--- config.mk ---
export PLATFORM = sky130hd
export DESIGN_NAME = ir_key_queue
export DESIGN_NICKNAME = d
export VERILOG_FILES = /design/src/rtl/ir_pkg.sv /design/src/rtl/ir_keymap.sv /design/src/rtl/ir_key_queue.sv
export SDC_FILE = /design/constraint.sdc
export NUM_CORES = 1
export LEC_CHECK = 0
export ABC_AREA = 0
export CAP_MARGIN = 20
export CORE_MARGIN = 2
export CORE_UTILIZATION = 57
export CTS_CLUSTER_SIZE = 20
export DETAILED_ROUTE_END_ITERATION = 10
export PLACE_DENSITY = 0.84
export SLEW_MARGIN = 20
export SYNTH_ARGS = -nofsm -noshare
export SYNTH_HDL_FRONTEND = slang
export SYNTH_HIERARCHICAL = 1
export SYNTH_SLANG_ARGS = --single-unit
--- constraint.sdc ---
create_clock -name clk -period 2.81 [get_ports clk]
set_clock_uncertainty 0.1 [all_clocks]
set_input_delay 0.562 -clock clk [delete_from_list [all_inputs] [get_ports clk]]
set_output_delay 0.562 -clock clk [all_outputs]
set_load 0.005 [all_outputs]
--- src/rtl/ir_pkg.sv ---
// ir_pkg: key index type, key index constants and the IR scancode-to-key map
//   key_idx_t      5-bit key index
//   KEY_*          named key indices, KEY_UNKNOWN = 31 for unmapped codes
//   map_scancode   8-bit scancode -> key_idx_t
package ir_pkg;
    typedef logic [4:0] key_idx_t;
    localparam key_idx_t KEY_0       = 5'd0;
    localparam key_idx_t KEY_1       = 5'd1;
    localparam key_idx_t KEY_2       = 5'd2;
    localparam key_idx_t KEY_3       = 5'd3;
    localparam key_idx_t KEY_4       = 5'd4;
    localparam key_idx_t KEY_5       = 5'd5;
    localparam key_idx_t KEY_6       = 5'd6;
    localparam key_idx_t KEY_7       = 5'd7;
    localparam key_idx_t KEY_8       = 5'd8;
    localparam key_idx_t KEY_9       = 5'd9;
    localparam key_idx_t KEY_CHM     = 5'd10;
    localparam key_idx_t KEY_CH      = 5'd11;
    localparam key_idx_t KEY_CHP     = 5'd12;
    localparam key_idx_t KEY_PREV    = 5'd13;
    localparam key_idx_t KEY_NEXT    = 5'd14;
    localparam key_idx_t KEY_PLAY    = 5'd15;
    localparam key_idx_t KEY_VOLM    = 5'd16;
    localparam key_idx_t KEY_VOLP    = 5'd17;
    localparam key_idx_t KEY_EQ      = 5'd18;
    localparam key_idx_t KEY_100P    = 5'd19;
    localparam key_idx_t KEY_200P    = 5'd20;
    localparam key_idx_t KEY_UNKNOWN = 5'd31;

    function automatic key_idx_t map_scancode(input logic [7:0] code);
        case (code)
            8'h16:   map_scancode = KEY_0;
            8'h0C:   map_scancode = KEY_1;
            8'h18:   map_scancode = KEY_2;
            8'h5E:   map_scancode = KEY_3;
            8'h08:   map_scancode = KEY_4;
            8'h1C:   map_scancode = KEY_5;
            8'h5A:   map_scancode = KEY_6;
            8'h42:   map_scancode = KEY_7;
            8'h52:   map_scancode = KEY_8;
            8'h4A:   map_scancode = KEY_9;
            8'h45:   map_scancode = KEY_CHM;
            8'h46:   map_scancode = KEY_CH;
            8'h47:   map_scancode = KEY_CHP;
            8'h44:   map_scancode = KEY_PREV;
            8'h40:   map_scancode = KEY_NEXT;
            8'h43:   map_scancode = KEY_PLAY;
            8'h07:   map_scancode = KEY_VOLM;
            8'h15:   map_scancode = KEY_VOLP;
            8'h09:   map_scancode = KEY_EQ;
            8'h19:   map_scancode = KEY_100P;
            8'h0D:   map_scancode = KEY_200P;
            default: map_scancode = KEY_UNKNOWN;
        endcase
    endfunction
endpackage

--- src/rtl/ir_keymap.sv ---
// ir_keymap: combinational keymap ROM
//   code  in  8  scancode
//   idx   out 5  key index (KEY_UNKNOWN when unmapped)
module ir_keymap
    import ir_pkg::*;
(
    input  logic [7:0] code,
    output key_idx_t   idx
);
    assign idx = map_scancode(code);
endmodule

--- src/rtl/ir_key_queue.sv ---
// ir_key_queue: detects new IR scancodes, maps them to key indices and queues them in a FWFT FIFO
//   clk, reset  clock, asynchronous active-high reset
//   code_in     held-level scancode, 8'h00 = no key
//   key_valid/key_ready/key_idx/key_raw  head entry pop interface
//   level       number of queued entries
//   overflow    sticky drop flag, cleared by ovf_clr (a new drop wins)
module ir_key_queue
    import ir_pkg::*;
#(
    parameter int DEPTH        = 4,
    parameter bit DROP_UNKNOWN = 1'b1
) (
    input  logic                     clk,
    input  logic                     reset,
    input  logic [7:0]               code_in,
    output logic                     key_valid,
    input  logic                     key_ready,
    output key_idx_t                 key_idx,
    output logic [7:0]               key_raw,
    output logic [$clog2(DEPTH):0]   level,
    output logic                     overflow,
    input  logic                     ovf_clr
);
    localparam int AW = $clog2(DEPTH);
    logic [7:0]  last_code;
    key_idx_t    idx;
    logic [AW:0] wr_cnt, rd_cnt;
    logic [12:0] mem [DEPTH];
    logic        new_evt, push, pop, full, wr_en;

    ir_keymap u_keymap (.code(code_in), .idx(idx));

    assign new_evt   = (code_in != last_code) && (code_in != 8'h00);
    assign push      = new_evt && !(DROP_UNKNOWN && idx == KEY_UNKNOWN);
    assign level     = wr_cnt - rd_cnt;
    assign key_valid = level != '0;
    assign full      = level == (AW+1)'(DEPTH);
    assign pop       = key_valid && key_ready;
    // a full FIFO still accepts a push when the head leaves on the same edge
    assign wr_en     = push && (!full || pop);
    assign {key_idx, key_raw} = key_valid ? mem[rd_cnt[AW-1:0]] : 13'd0;

    always_ff @(posedge clk or posedge reset) begin
        if (reset) begin
            last_code <= 8'h00;
            wr_cnt    <= '0;
            rd_cnt    <= '0;
            overflow  <= 1'b0;
        end else begin
            if (code_in != last_code) last_code <= code_in;
            if (wr_en) wr_cnt <= wr_cnt + (AW+1)'(1);
            if (pop) rd_cnt <= rd_cnt + (AW+1)'(1);
            overflow <= (push && !wr_en) || (overflow && !ovf_clr);
        end
    end

    always_ff @(posedge clk) begin
        if (wr_en) mem[wr_cnt[AW-1:0]] <= {idx, code_in};
    end
endmodule

# [After elaboration in Yosys (flattened, before gate mapping)]
# Memories as Yosys holds them, arrays and structs flattened.
# Index checks and enable logic that the tools add are counted.
[totals] register_bits=15 ram_bits=52 elab_cells=50 memories=1
[mem_list] memory="mem" depth=4 width=13 read_ports=1 rd_ports_with_merged_regs=0 wr=1 line_no="ir_key_queue.sv:28" text="logic [12:0] mem [DEPTH];"
[op_classes] add_sub_neg=3 eq_ne=24 mux=4 reduce_logical=14
[ops] op="5-bit one-hot mux with 21 select lines" count=1
[ops] op="8-bit by 7-bit == test with 1-bit output (second input constant)" count=11
[ops] op="8-bit by 5-bit == test with 1-bit output (second input constant)" count=5
[ops] op="8-bit by 4-bit == test with 1-bit output (second input constant)" count=4
[ops] op="13-bit 2-to-1 mux" count=1
[ops] op="8-bit by 3-bit == test with 1-bit output (second input constant)" count=1
[ops] op="8-bit inequality test" count=1
[ops] op="8-bit nonzero test" count=1
[ops] op="3-bit by 1-bit adder with 3-bit output (second input constant)" count=2
[ops] op="1-bit logical AND" count=6
[ops] op="5-bit == test (second input constant)" count=1
[ops] op="1-bit logical NOT" count=4
[ops] op="3-bit == test (second input constant)" count=1
[ops] op="3-bit nonzero test" count=1
[ops] op="3-bit subtractor" count=1
[ops] op="1-bit logical OR" count=2
[ops] op="1-bit 2-to-1 mux" count=2

# [Longest topological paths before layout]
[logic_depth] ltp_word=9 mapped_depth=10 mapped_depth_nobuf=9

# [Cells and area by module]
# The synthesis kept the hierarchy.
[by_module_without_submodules] mod="ir_key_queue" instances=1 cells_each=153 area_each_um2=2752.6 seq_area_each_um2=1936.9
[by_module_without_submodules] mod="ir_keymap" instances=1 cells_each=72 area_each_um2=493.0 seq_area_each_um2=0.0

# [Least setup slack after synthesis]
# No wires, ideal clock.
[synth_timing] path_type="input to register" from="in code_in[3]" to="mem mem[0][0] (enable)" setup_ns=0.324 arrival_ns=2.578 required_ns=2.386 slack_ns=-0.193 cell_stages=10 n_path_buf=1 cell_sequence="buf_4 or2_1 a2bb2oi_1 o221a_2 o211ai_2 o311ai_1 and4_1 a22oi_1 and3_4 and2_2"
[synth_via] elab_chain_len=8 elab_cells_between_ends=31 cone_classes="23 x eq/ne; 3 x mux; 5 x reduce/logical"
[synth_rtl] element="start: declaration" line_no="ir_key_queue.sv:15" text="input logic [7:0] code_in,"
[synth_rtl] element="8-bit by 4-bit == test with 1-bit output (tied with other cells)" line_no="ir_pkg.sv:31" text="case (code)"
[synth_rtl] element="5-bit one-hot mux with 21 select lines *" line_no="ir_pkg.sv:31"
[synth_rtl] element="via idx[2]" line_no="ir_key_queue.sv:26" text="key_idx_t idx;"
[synth_rtl] element="5-bit == test *" line_no="ir_key_queue.sv:34" text="assign push = new_evt && !(DROP_UNKNOWN && idx == KEY_UNKNOWN);"
[synth_rtl] element="1-bit logical NOT *" line_no="ir_key_queue.sv:34"
[synth_rtl] element="1-bit logical AND *" line_no="ir_key_queue.sv:34"
[synth_rtl] element="1-bit logical AND *" line_no="ir_key_queue.sv:40" text="assign wr_en = push && (!full || pop);"
[synth_rtl] element="1-bit 2-to-1 mux *" line_no="ir_key_queue.sv:58" text="if (wr_en) mem[wr_cnt[AW-1:0]] <= {idx, code_in};"
[synth_rtl] element="1-bit 2-to-1 mux (implied by the code) *" line_no="ir_key_queue.sv:58"
[synth_rtl] element="end: declaration" line_no="ir_key_queue.sv:28"
# The timed path passes the listed nets; every way through them passes the cells marked *.

# [Final worst setup path]
[layout_timing] from="reg rd_cnt[0]" to="out key_idx[3]"
[layout_via] elab_chain_len=3 elab_cells_between_ends=4 cone_classes="1 x add/sub; 1 x mux; 1 x reduce/logical; 1 x memory"
[layout_rtl] element="start: declaration" line_no="ir_key_queue.sv:27" text="logic [AW:0] wr_cnt, rd_cnt;"
[layout_rtl] element="start signal: assignment" line_no="ir_key_queue.sv:52" text="if (pop) rd_cnt <= rd_cnt + (AW+1)'(1);"
[layout_rtl] element="3-bit subtractor" line_no="ir_key_queue.sv:35" text="assign level = wr_cnt - rd_cnt;"
[layout_rtl] element="3-bit nonzero test" line_no="ir_key_queue.sv:36" text="assign key_valid = level != '0;"
[layout_rtl] element="13-bit 2-to-1 mux *" line_no="ir_key_queue.sv:41" text="assign {key_idx, key_raw} = key_valid ? mem[rd_cnt[AW-1:0]] : 13'd0;"
[layout_rtl] element="end: declaration" line_no="ir_key_queue.sv:18" text="output key_idx_t key_idx,"
# Every way passes the cells marked *; elsewhere a longest branch is shown, timed or not.

==> run_results.csv <==
group,metric,value,unit
pwr,ir_drop,0.618,mV
cts,cts_buffers,9,
place,io_buffers,29,
timing,tightest_slew,0.566,ns
floorplan,die_y,79.5,microns
critical_path,endpoint,"key_idx[3]",
floorplan,die_x,79.5,microns
layout,fin_nets,335,
drt,route.detailed.drc,0,
timing,hold_violations,0,
drt,post_drt_wl_per_cell,21.0,microns
layout,n_fill_cell,290,
drt,dr_total_vias,2357,
global_routing,grt_overflow,0,
yosys,yosysUniqueCellTypes,53,
yosys,mappedNetlistArea,3250,sq um
floorplan,row_count,27,
global_routing,grt_usage,0.273,
drt,routed_wl,8240,microns
critical_path,cp.required,2.15,ns
timing,fin_crit,3.12,ns
timing,fmax,320,MHz
timing,grt_setup_unrepaired,"true",
yosys,ys_seq_area_frac,0.597,
layout,register_area,1940,sq um
global_routing,antenna_found_initial,0,
yosys,synth_cells,225,
critical_path,r2r_slack,0.07,ns
yosys,ys_async_sr_fraction,0.224,
floorplan,die_area,6310,sq um
global_routing,grt_max_degree,16,
cts,clock_path_buffers,2,
yosys,yosysTopAreaCellShare,0.481,
yosys,synth_common_cells,"edfxtp_1, dfrtp_1, and2_1, mux4_2, xor2_1",
pwr,power_leakage,1.71,nW
critical_path,crit_type,"reg2out",
pwr,p_total,4.72,mW
critical_path,crit_path_end_kind,"output pin",
cts,clkSlewWorstSetupHoldPaths,0.07,ns
timing,setup_viol,30,
layout,multiInputGateArea,1310,sq um
global_routing,grt_pass1_vias,2328,
run_status,outcome,"finished, violations left",
yosys,synth.most_common_cell,"edfxtp_1",
critical_path,crit_family,"adder cells",
yosys,synth_edf_count,52,
yosys,ys_ff_latch,67,
critical_path,crit_top_cell,"buf_6",
floorplan,initial_core_util,0.589,
timing,slew_violations,0,
job,drv_cap,0,
critical_path,path_buf_inv,3,
critical_path,worstPathCellList,"ha_4, fa_2, xnor2_2, xor2_1, nand3_2, buf_6, buf_6, and2_4, buf_6",
critical_path,start_kind,"flop",
timing,slew_headroom,0.622,
yosys,yosys-top-cells-area,"edfxtp_1, dfrtp_1, mux4_2",
critical_path,cp_data_arrival_time,2.46,ns
cts,cts_sinks,67,
timing,setup_tns,-3.31,ns
drt,dr.pass1.iters,5,
cts,cts-htree-levels,3,
critical_path,cp_slowest_stage_delay,0.41,ns
place,post-place-ws,-0.802,ns
drt,final_antenna_net_count,0,
layout,area_growth,35.2,%
place,dp_hpwl,4820,microns
cts,hold_buffers,0,
yosys,yosysTopAreaCell,"edfxtp_1",
worst_hold_path,hp-class,"in2reg",
layout,utilization,0.797,
run_status,violations,"setup timing",
critical_path,reg2reg_from,"rd_cnt[0]$_DFFE_PP0P_",
floorplan,ioPinCount,30,
place,place.gp.congestion,0.871,
global_routing,grt_pass1_wl,12400,microns
layout,diodes,0,
pwr,power-per-cell-area,1080,nW/um^2
critical_path,crit_cells,9,
place,dp_cells,354,
drt,dr.first_iter.drc_count,243,
yosys,avgSynthCellArea,14.4,sq um
timing,period_share,1.11,
yosys,ys_warn_count,6,
critical_path,worst_path_max_delay_cell,"dfrtp_1",
floorplan,design.core.area,5510,sq um
timing,setup_slack,-0.312,ns
critical_path,reg2reg_to,"rd_cnt[2]$_DFFE_PP0P_",
critical_path,crit_fanout,7,
yosys,synth_ff_type,"edfxtp_1",
cts,clk-insertion-delay-late,0.35,ns
drt,vias_per_cell,6.00,
critical_path,rr_worst_depth,12,
layout,instances_no_fill,393,
critical_path,cp-startpoint,"rd_cnt[0]$_DFFE_PP0P_",
cts,cts_tree,"done",
cts,cts-root-buf,"clkbuf_8",
layout,drive_gt1_frac,0.502,
yosys,syn_nets,244,
where the power goes:
group,switching [mW],internal (mW),total [mW]
Clock,0.377,0.525,0.902
Combinational,1.04,1.43,2.47
Sequential,0.0758,1.27,1.35
Total,1.50,3.22,4.72
worst min path at each step:
stage,depth (start not counted),slack (ns),endpoint,start
after global routing,2,0.34,last_code[5]$_DFFE_PP0P_,code_in[5]
after floorplan,1,0.36,last_code[0]$_DFFE_PP0P_,reset
after detailed placement,1,0.38,wr_cnt[2]$_DFFE_PP0P_,wr_cnt[2]$_DFFE_PP0P_
after global placement,1,0.38,rd_cnt[2]$_DFFE_PP0P_,rd_cnt[2]$_DFFE_PP0P_
final,2,0.34,last_code[5]$_DFFE_PP0P_,code_in[5]
after CTS,2,0.33,last_code[5]$_DFFE_PP0P_,code_in[5]
metal layers:
| layer | part of all wire | GRT usage |
|---|---|---|
| met5 | 0 | 0 |
| met4 | 0.024 | 0.122 |
| met3 | 0.071 | 0.0543 |
| met2 | 0.52 | 0.464 |
| met1 | 0.39 | 0.338 |
cells in the final DEF (no fill, tap or decap), types with 3 or more instances in the layout:
| cell | count |
|---|---|
| nand2b_1 | 3 |
| buf_6 | 23 |
| o21ai_0 | 4 |
| xnor2_1 | 4 |
| mux4_2 | 13 |
| nand2_1 | 8 |
| a31oi_1 | 3 |
| inv_1 | 8 |
| dfrtp_1 | 15 |
| nor4_1 | 5 |
| nand3_1 | 3 |
| and2_4 | 12 |
| and2_1 | 7 |
| buf_2 | 13 |
| clkbuf_8 | 10 |
| xor2_1 | 11 |
| edfxtp_1 | 52 |
| ha_1 | 5 |
| buf_4 | 53 |
| clkdlybuf4s50_1 | 6 |
| nor2_1 | 7 |
layout make-up:
class                   instances  area share
clock buffers                  10      0.0314
repair buffers                 96       0.180
multi-input cells             133       0.299
inverters                       9     0.00770
well taps                      72      0.0205
clock inverters                 6      0.0200
flip-flops and latches         67       0.442
sequential cells by signal (all words and copies together), names as in the netlist:
| register | count |
|---|---|
| mem | 52 |
| last_code | 8 |
| rd_cnt | 3 |
| wr_cnt | 3 |
| overflow | 1 |
timing repair:
action / 4_1_cts / 5_1_grt
pin swaps: 23 / 14
setup endpoints to repair: 71 / 71
gates resized for setup: 132 / 17
buffers inserted: 19 / 7
endpoints found under the hold margin: 0 / 0
gates cloned: 4 / 0
through the flow:
stage	hold WS, ns	area, sq um
3_5_place_dp	0.383	3890
5_1_grt	0.337	4390
6_report	0.338	4390
2_1_floorplan	0.362	3260
4_1_cts	0.331	4300
3_3_place_gp	0.379	3890
cell families (layout without fill, tap and decap cells):
| family | count (synthesis) | count (layout) | synth area share |
|---|---|---|---|
| DFF | 67 | 67 | 0.597 |
| adders and majority gates | 7 | 7 | 0.0293 |
| muxes | 15 | 15 | 0.0983 |
| buffers and inverters | 28 | 121 | 0.0436 |
| AOI/OAI and AO/OA | 29 | 29 | 0.0671 |
| and+or+nand+nor | 62 | 65 | 0.119 |
| xor gates and xnor gates | 17 | 17 | 0.0459 |
(Power assumes the default switching activity.)
